<file path="src/rtl/pipe_pkg.sv">
// Shared pipeline definitions: widths, opcodes, flag indices and memory-stage state encoding.
package pipe_pkg;

   localparam int unsigned DW        = 16;
   localparam int unsigned OPW       = 6;
   localparam int unsigned FW        = 2;
   localparam int unsigned FLAG_OVF  = 0;
   localparam int unsigned FLAG_ZERO = 1;

   localparam logic [OPW-1:0] OP_LD = 6'b010100;
   localparam logic [OPW-1:0] OP_ST = 6'b010101;

   typedef enum logic {
      IDLE = 1'b0,
      REQ  = 1'b1
   } state_t;

   // True for ops that need a data-memory transaction.
   function automatic logic is_mem_op(input logic [OPW-1:0] op);
      return (op == OP_LD) || (op == OP_ST);
   endfunction

endpackage

</file>
<file path="src/rtl/mem_timeout_ctr.sv">
// Cycle counter for an outstanding memory request; expired flags the last allowed cycle.
module mem_timeout_ctr #(
   parameter int unsigned TIMEOUT = 15,
   parameter int unsigned CW      = 4
) (
   input  logic clk,
   input  logic reset,
   input  logic clear,
   input  logic enable,
   output logic expired
);

   logic [CW-1:0] count;

   always_ff @(posedge clk) begin
      if (reset || clear) begin
         count <= '0;
      end else if (enable) begin
         count <= count + CW'(1);
      end
   end

   assign expired = (count == CW'(TIMEOUT - 1));

endmodule

</file>
<file path="src/rtl/mem_access_stage.sv">
// Memory stage: passes ALU results to writeback and runs req/ack load/store transactions with timeout.
module mem_access_stage
   import pipe_pkg::*;
#(
   parameter int unsigned DW      = pipe_pkg::DW,
   parameter int unsigned TIMEOUT = 15,
   parameter int unsigned CW      = 4
) (
   input  logic          clk,
   input  logic          reset,
   input  logic          valid_ex,
   input  logic [5:0]    op_ex,
   input  logic [DW-1:0] ans_ex,
   input  logic [DW-1:0] DM_data,
   input  logic [1:0]    flag_ex,
   output logic          stall,
   output logic          dm_req,
   output logic          dm_we,
   output logic [DW-1:0] dm_addr,
   output logic [DW-1:0] dm_wdata,
   input  logic [DW-1:0] dm_rdata,
   input  logic          dm_ack,
   output logic          wb_valid,
   output logic [5:0]    wb_op,
   output logic [DW-1:0] wb_data,
   output logic [1:0]    wb_flag,
   output logic          wb_err
);

   state_t     state;
   logic [5:0] op_q;
   logic [1:0] flag_q;
   logic [1:0] ld_flag;
   logic       capture;
   logic       ctr_en;
   logic       expired;

   assign capture = (state == IDLE) && valid_ex && is_mem_op(op_ex);
   assign ctr_en  = (state == REQ) && !dm_ack && !expired;
   assign stall   = (state != IDLE);

   // Loads report zero-result; overflow is meaningless for memory data.
   always_comb begin
      ld_flag            = '0;
      ld_flag[FLAG_ZERO] = (dm_rdata == '0);
   end

   mem_timeout_ctr #(
      .TIMEOUT (TIMEOUT),
      .CW      (CW)
   ) u_timeout (
      .clk     (clk),
      .reset   (reset),
      .clear   (capture),
      .enable  (ctr_en),
      .expired (expired)
   );

   always_ff @(posedge clk) begin
      if (reset) begin
         state    <= IDLE;
         op_q     <= '0;
         flag_q   <= '0;
         dm_req   <= 1'b0;
         dm_we    <= 1'b0;
         dm_addr  <= '0;
         dm_wdata <= '0;
         wb_valid <= 1'b0;
         wb_op    <= '0;
         wb_data  <= '0;
         wb_flag  <= '0;
         wb_err   <= 1'b0;
      end else begin
         case (state)
            IDLE: begin
               if (!valid_ex) begin
                  wb_valid <= 1'b0;
               end else if (is_mem_op(op_ex)) begin
                  dm_addr  <= ans_ex;
                  dm_wdata <= DM_data;
                  dm_we    <= (op_ex == OP_ST);
                  dm_req   <= 1'b1;
                  op_q     <= op_ex;
                  flag_q   <= flag_ex;
                  wb_valid <= 1'b0;
                  state    <= REQ;
               end else begin
                  wb_valid <= 1'b1;
                  wb_data  <= ans_ex;
                  wb_op    <= op_ex;
                  wb_flag  <= flag_ex;
                  wb_err   <= 1'b0;
               end
            end
            REQ: begin
               // An ack in the final cycle still completes normally.
               if (dm_ack) begin
                  dm_req   <= 1'b0;
                  dm_we    <= 1'b0;
                  wb_valid <= 1'b1;
                  wb_err   <= 1'b0;
                  wb_op    <= op_q;
                  state    <= IDLE;
                  if (op_q == OP_LD) begin
                     wb_data <= dm_rdata;
                     wb_flag <= ld_flag;
                  end else begin
                     wb_data <= dm_addr;
                     wb_flag <= flag_q;
                  end
               end else if (expired) begin
                  dm_req   <= 1'b0;
                  wb_valid <= 1'b1;
                  wb_err   <= 1'b1;
                  wb_data  <= '0;
                  wb_op    <= op_q;
                  wb_flag  <= flag_q;
                  state    <= IDLE;
               end else begin
                  wb_valid <= 1'b0;
               end
            end
            default: state <= IDLE;
         endcase
      end
   end

endmodule

</file>
<file path="config.mk">
export PLATFORM = sky130hd
export DESIGN_NAME = mem_access_stage
export DESIGN_NICKNAME = d
export VERILOG_FILES = /design/src/rtl/pipe_pkg.sv /design/src/rtl/mem_timeout_ctr.sv /design/src/rtl/mem_access_stage.sv
export SDC_FILE = /design/constraint.sdc
export NUM_CORES = 1
export LEC_CHECK = 0
export CAP_MARGIN = 20
export CORE_ASPECT_RATIO = 0.9
export CORE_MARGIN = 2
export CORE_UTILIZATION = 45
export CTS_BUF_LIST = sky130_fd_sc_hd__clkbuf_2
export CTS_CLUSTER_DIAMETER = 80
export DETAILED_ROUTE_END_ITERATION = 8
export GPL_TIMING_DRIVEN = 0
export PLACE_DENSITY = 0.82
export SLEW_MARGIN = 0
export SYNTH_ARGS = -nofsm -noshare
export SYNTH_HDL_FRONTEND = slang
export SYNTH_SLANG_ARGS = --single-unit
</file>
<file path="constraint.sdc">
create_clock -name clk -period 1.9 [get_ports clk]
set_input_delay 0.38 -clock clk [delete_from_list [all_inputs] [get_ports clk]]
set_output_delay 0.38 -clock clk [all_outputs]
set_load 0.05 [all_outputs]
</file>
==> results of run 1 <==
state kept, by name, indices dropped and copies added, names as in the netlist:
| register | flops |
|---|---|
| dm_we | 1 |
| wb_data | 16 |
| dm_addr | 16 |
| op_q | 6 |
| wb_err | 1 |
| dm_wdata | 16 |
| u_timeout.count | 4 |
| flag_q | 2 |
| wb_flag | 2 |
| wb_valid | 1 |
| dm_req | 1 |
| stall | 1 |
| wb_op | 6 |
placed cells by master (no fill, tap or decap), types with 5 or more instances in the layout:
cell type                         count
sky130_fd_sc_hd__a211oi_1             5
sky130_fd_sc_hd__dfxtp_1             72
sky130_fd_sc_hd__dlygate4sd2_1       56
sky130_fd_sc_hd__nor3_1              27
sky130_fd_sc_hd__a32o_1              18
sky130_fd_sc_hd__a311oi_1            17
sky130_fd_sc_hd__buf_2                6
sky130_fd_sc_hd__mux2i_1             20
sky130_fd_sc_hd__and4_2               9
sky130_fd_sc_hd__a31oi_1             18
sky130_fd_sc_hd__nor2_1              23
sky130_fd_sc_hd__buf_4                8
sky130_fd_sc_hd__nand2_1             20
sky130_fd_sc_hd__clkbuf_2            17
sky130_fd_sc_hd__clkdlybuf4s50_1     59
sky130_fd_sc_hd__nand3_1              5
sky130_fd_sc_hd__and4_1               7
sky130_fd_sc_hd__clkbuf_1            11
layout make-up:
type	count	area (µm²)	area share (%)
Buffer	29	158.9	3.498
Clock buffer	12	60.06	1.322
Clock inverter	3	42.54	0.9364
Inverter	2	7.507	0.1652
Multi-Input combinational cell	211	1543	33.96
Sequential cell	73	1463	32.19
Tap cell	90	112.6	2.479
Timing Repair Buffer	124	1156	25.45
kinds of logic (layout without fill, tap and decap cells):
| kind of cell | Yosys count | in the layout | share of synthesized area (%) |
|---|---|---|---|
| DFF | 73 | 73 | 46.50 |
| AOI/OAI and AO/OA | 73 | 73 | 19.55 |
| and+or+nand+nor | 113 | 113 | 21.06 |
| buffers and inverters | 31 | 170 | 4.896 |
| xor gates and xnor gates | 3 | 3 | 0.8361 |
| adders and majority gates | 2 | 2 | 0.7961 |
| muxes | 20 | 20 | 6.369 |
path summary, 6_finish.rpt:
check | cells after the start | end | start
max reg2reg | 7 | wb_flag[0] | u_timeout.count[0]
min reg2reg | 1 | flag_q[1] | flag_q[1]
max | 1 | dm_addr[0] | dm_addr[0]
min | 3 | wb_data[8] | ans_ex[8]
power breakdown:
group | internal [W] | leakage (nW) | switching (W) | total [W]
clock | 0.000312 | 0.0680 | 0.000528 | 0.000840
sequential | 0.00158 | 0.595 | 0.0000235 | 0.00160
combinational | 0.000219 | 1.23 | 0.000318 | 0.000538
per-stage QoR:
stage | instance area (µm²) | hold slack, ns
2_1_floorplan | 3143 | 0.4415
3_3_place_gp | 4457 | 0.4565
3_5_place_dp | 4457 | 0.4585
4_1_cts | 4508 | 0.4341
5_1_grt | 4543 | 0.4381
6_report | 4543 | 0.4577
synth_stat cells, types with 5 or more instances:
master                     number
sky130_fd_sc_hd__nand2_1       20
sky130_fd_sc_hd__a311oi_1      17
sky130_fd_sc_hd__and4_1         7
sky130_fd_sc_hd__nor3_1        27
sky130_fd_sc_hd__a32o_1        18
sky130_fd_sc_hd__buf_2          8
sky130_fd_sc_hd__nand3_1        5
sky130_fd_sc_hd__dfxtp_1       73
sky130_fd_sc_hd__a31oi_1       18
sky130_fd_sc_hd__a211oi_1       5
sky130_fd_sc_hd__nor2_1        24
sky130_fd_sc_hd__mux2i_1       20
sky130_fd_sc_hd__and4_2         9
sky130_fd_sc_hd__clkbuf_1      15
per-layer routing:
layer / up-vias / routed length [µm] / global-route usage (%)
li1: 1481 / - / -
met1: 1518 / 4085 / 32.01
met2: 122 / 4671 / 41.38
met3: 17 / 746 / 6.897
met4: 0 / 143 / 8.548
met5: - / 0 / 0
repair_timing:
| item | 4_1_cts | 5_1_grt |
|---|---|---|
| setup buffers | 2 | 2 |
| pin swaps | 1 | 1 |
| gates resized for setup | 64 | 20 |
| setup endpoints to repair | 82 | 41 |
==> out/metrics.yaml, run 1 <==
status: "finished clean"
floorplan.rows: 28
numPlacedInstances: 525
worstSetupStartpointType: "flip-flop"
top_fanout_value_on_the_critical_path: 3
tritoncts_clock_tree: "built"
synthesis.yosys.warnings: 0
rsz0062_at_grt: "false"
netlist-cell-type-count: 42
grt_start_max_net_pins: 12
grt_use_total_pct: 25.22
peakVddDrop_mv: 0.4670
finish.utilization_pct: 68.25
detailed_place_hpwl_um: 7231
area_growth_syn_to_layout_pct: 44.55
drt_first_iter_violations: 156
syn_inst: 315
power.static_leakage_nw: 1.896
worst_clock_skew_ns: 0.03020
path_delay_family: "buffers and inverters"
final_hold_violating_endpoints: 0
antenna_found_initial: 0
mappedNetlistNets: 377
die_area_um2: 7670
ctsHoldBuffers: 0
setup.worst_path.class: "flip-flop to output pin"
chipWidth_um: 92.10
layout.cells.non_filler: 544
setup_violations: 0
cts_buffers: 9
layout.filler_cells: 589
routed_wl_um: 9647
final.setup.tns_ns: 0
syn-mean-instance-area_um2: 9.978
die_h_um: 83.29
syn-cell-area_um2: 3143
cts.htree.levels: 3
synth-async-reset-ratio_pct: 0
worstPathRequired_ns: 1.52
hp-class: "input port to flip-flop"
power.density_cell_area_nw_per_um2: 656.1
antenna-diode-count: 0
placement.io_buffers: 120
yosys.area.top_type_share_pct: 46.50
tmin_final_ns: 1.854
synth_area_leader_cell: "sky130_fd_sc_hd__dfxtp_1"
yosys_most_used_dff: "sky130_fd_sc_hd__dfxtp_1"
io_pins: 121
core_um2: 6656
finalMaxSlewViolations: 0
worstPathCellList: "dlygate4sd2_1"
worstMarginPinSlew_ns: 0.6196
slew_headroom_pct: 58.59
seq_area_frac_synth_pct: 46.50
post-route-worst-setup-slack_ns: 0.04648
synth-edff-count: 0
drive_above_1_share_pct: 13.00
ctsLongestPathBuffers: 2
gp_congestion: 0.9311
detail-route-antenna-nets: 0
synthTopCellsByArea: "sky130_fd_sc_hd__dfxtp_1 (46%), sky130_fd_sc_hd__mux2i_1 (6.4%), sky130_fd_sc_hd__a32o_1 (5.7%)"
nNetsFinal: 512
cpMaxStageDelayCell: "sky130_fd_sc_hd__dlygate4sd2_1"
worst_path_largest_cell_delay_ns: 0.54
clkSlewWorstSetupHoldPaths_ns: 0.21
ys_ff_latch: 73
grt_overflow: 0
place_worst_setup_slack_ns: -0.4262
drt-vias-per-instance: 5.768
totalPowerFinal_w: 0.002981
via_count: 3138
ctsRootBufferMaster: "sky130_fd_sc_hd__clkbuf_2"
start_util_pct: 47.22
fmax_ghz: 0.5395
cts_sinks: 73
finalCritPeriodShare_pct: 97.55
max_cap_violations: 0
grt_pass1_vias: 3142
clk-insertion-delay-late_ns: 0.51
critical_path.n_buffers_inverters: 1
drtPass1Iterations: 4
wire_per_inst_um: 17.73
timing.reg2reg.setup_slack_ns: 0.15
remaining_drc_errors: 0
first_pass_grt_wire_length_um: 15440
crit_path_end_kind: "output pin"
cp_data_arrival_time_ns: 1.47
No activity file was read; power rests on OpenSTA's default activity.
==> run 2, diff against run 1 <==
--- a/config.mk
+++ b/config.mk
@@ -7,7 +7,7 @@
 export LEC_CHECK = 0
 export CAP_MARGIN = 20
 export CORE_ASPECT_RATIO = 0.9
-export CORE_MARGIN = 2
+export CORE_MARGIN = 8
 export CORE_UTILIZATION = 45
 export CTS_BUF_LIST = sky130_fd_sc_hd__clkbuf_2
 export CTS_CLUSTER_DIAMETER = 80
==> run 2 against run 1 <==
  * Clock power increased by 21%
  * Sequential share of layout area shrank 0.27 points
  * Die area grew 29%
  * Non-clock buffer count increased by 1
  * Final cell count rose by 0.92%
  * Clock skew grew 0.0048 ns
  * Largest power group unchanged
  * Highest routed layer unchanged
  * Utilization is 1.8 points lower
  * First-iteration DRC count up 13%
  * Critical path depth stayed put
  * Critical path type unchanged
  * Register-to-register slack worse by 0.02 ns
==> out/metrics.yaml, run 2 (synthesized netlist as in run 1, its figures left out) <==
detail-route-antenna-nets: 0  # unchanged
status: "finished clean"
setup.worst_path.class: "flip-flop to output pin"
layout.cells.most_common: "sky130_fd_sc_hd__dfxtp_1"
final_cell_area_um2: 4582  # +0.85%
worstPathCellList: "dlygate4sd2_1"
routed_wl_um: 10300  # +6.8%
tritoncts_clock_tree: "built"
clkSlewWorstSetupHoldPaths_ns: 0.21  # about the same
crit_path_end_kind: "output pin"
slew_headroom_pct: 57.55  # -1.0 points
fmax_ghz: 0.5412  # +0.31%
grt_use_total_pct: 20.67  # -4.6 points
power.static_leakage_nw: 1.807  # -4.7%
r2r-start: "stall"
antenna_found_initial: 0  # unchanged
worstHoldPathCells: 3  # unchanged
critical_path_start: "wb_flag[1]"
capture_endpoint_of_the_worst_hold_path: "dm_wdata[2]"
setup_violations: 0  # unchanged
grt_start_max_net_pins: 14  # +2
pwr-share-seq_pct: 50.7  # -3.1 points
floorplan.rows: 29  # +3.6%
worst_r2r_path_depth: 5  # -2
wire_per_inst_um: 18.76  # +5.8%
worstSetupStartpointType: "flip-flop"
first_pass_grt_wire_length_um: 16400  # +6.3%
finalCritPeriodShare_pct: 97.26  # -0.30 points
largestRegisters: "dm_addr: 16 flops, dm_wdata: 16 flops, wb_data: 16 flops"
drt_first_iter_violations: 177  # +13%
worst_path_largest_cell_delay_ns: 0.55  # about the same
power.internal_w: 0.002236  # +5.9%
numPlacedInstances: 528  # +0.57%
top_fanout_value_on_the_critical_path: 2  # -1
place_worst_setup_slack_ns: -0.4442  # -0.01803 ns
cts_buffers: 9  # unchanged
cts.htree.levels: 3  # unchanged
most_frequent_cells_in_the_layout: "sky130_fd_sc_hd__dfxtp_1 (72), sky130_fd_sc_hd__clkdlybuf4s50_1 (59), sky130_fd_sc_hd__nor3_1 (27)"
grt_overflow: 0  # unchanged
detailed_place_hpwl_um: 7802  # +7.9%
antenna-diode-count: 0  # unchanged
ctsRootBufferMaster: "sky130_fd_sc_hd__clkbuf_2"
finalMaxSlewViolations: 0  # unchanged
clk-insertion-delay-late_ns: 0.53  # +0.02 ns
ctsHoldBuffers: 0  # unchanged
nNetsFinal: 513  # +0.20%
final_hold_violating_endpoints: 0  # unchanged
clockPowerShare_pct: 32.2  # +4.0 points
die_area_um2: 9919  # +29%
cpMaxStageDelayCell: "sky130_fd_sc_hd__dlygate4sd2_1"
max_cap_violations: 0  # unchanged
hp-class: "input port to flip-flop"
area_growth_syn_to_layout_pct: 45.78
layout.filler_cells: 563  # -4.4%
io_pins: 121  # unchanged
peakVddDrop_mv: 0.3869  # -17%
layout.cells.non_filler: 549  # +0.92%
min_from: "DM_data[2]"
via_count: 3151  # +0.41%
cp_data_arrival_time_ns: 1.47  # about the same
ctsLongestPathBuffers: 2  # unchanged
tmin_final_ns: 1.848  # -0.005643 ns
remaining_drc_errors: 0  # unchanged
post-route-worst-setup-slack_ns: 0.05212  # +0.005643 ns
path_delay_family: "buffers and inverters"
drive_above_1_share_pct: 16.23  # +3.2 points
critical_path.n_buffers_inverters: 1  # unchanged
worstMarginPinSlew_ns: 0.6351  # +0.01557 ns
die_h_um: 95.29  # +14%
grt_pass1_vias: 3234  # +2.9%
power.density_cell_area_nw_per_um2: 691.4  # +5.4%
chipWidth_um: 104.1  # +13%
gp_congestion: 0.8974  # -3.6%
start_util_pct: 45.59  # -1.6 points
r2r_end: "dm_addr[2]"
power_frac_comb_pct: 17.1  # -0.9 points
worstPathRequired_ns: 1.52  # about the same
placed_area_um2: 4461  # about the same
power.switching_w: 0.0009318  # +7.1%
core_um2: 6894  # +3.6%
drtPass1Iterations: 5  # +1
timing.reg2reg.setup_slack_ns: 0.13  # -0.02 ns
cts_sinks: 73  # unchanged
worst_clock_skew_ns: 0.03503  # +0.004832 ns
sw_frac_of_total_pct: 29.41  # +0.23 points
drt-vias-per-instance: 5.740  # -0.50%
placement.io_buffers: 120  # unchanged
==> run 2: layout make-up <==
class	instances	area, µm²	area share, %
buffer	29	160.2	3.495
clock buffer	9	45.04	0.9831
clock inverter	7	95.09	2.075
inverter	2	7.507	0.1638
multi-input combinational	211	1549	33.81
sequential	73	1463	31.92
tap	93	116.4	2.540
timing repair buffer	125	1146	25.01
==> run 2: how the worst max path moves through the flow <==
stage | endpoint | slack (ns) | depth (start not counted)
3_5_place_dp | wb_data[4] | -0.44 | 6
4_1_cts | dm_addr[4] | 0.004 | 1
3_3_place_gp | op_q[5] | -0.40 | 5
6_report | wb_flag[1] | 0.05 | 1
2_1_floorplan | wb_data[10] | 0.03 | 5
5_1_grt | wb_data[14] | -0.005 | 8
==> run 2: per-stage QoR <==
step                      hold WS (ns)   TNS (ns)  total power, W  util, %
after global routing            0.4038  -0.005370        0.003281    66.46
final                           0.4370          0        0.003168    66.46
after floorplan                 0.4415          0        0.001924        -
after detailed placement        0.4621     -21.15        0.002197    64.70
after CTS                       0.3996          0        0.003169    66.13
after global placement          0.4555     -19.10        0.002189    64.70
==> run 2: repair_timing <==
action / 4_1_cts / 5_1_grt
gates resized for setup: 69 / 61
endpoints found under the setup margin: 82 / 53
pin swaps: 2 / 1
setup buffers: 3 / 2
==> run 2: metal layers <==
metal	share of wire [%]	track usage, %
met1	41	23.71
met3	10	8.851
met5	0	0
met2	47	33.78
met4	1.6	8.303
==> run 2: power by group through the flow <==
stage | clock network, W | registers, W | logic [W]
after detailed placement | 0 | 0.00164 | 0.000559
final | 0.00102 | 0.00161 | 0.000541
after CTS | 0.00103 | 0.00160 | 0.000532
after global routing | 0.00109 | 0.00161 | 0.000575
after floorplan | 0 | 0.00179 | 0.000131
after global placement | 0 | 0.00164 | 0.000553
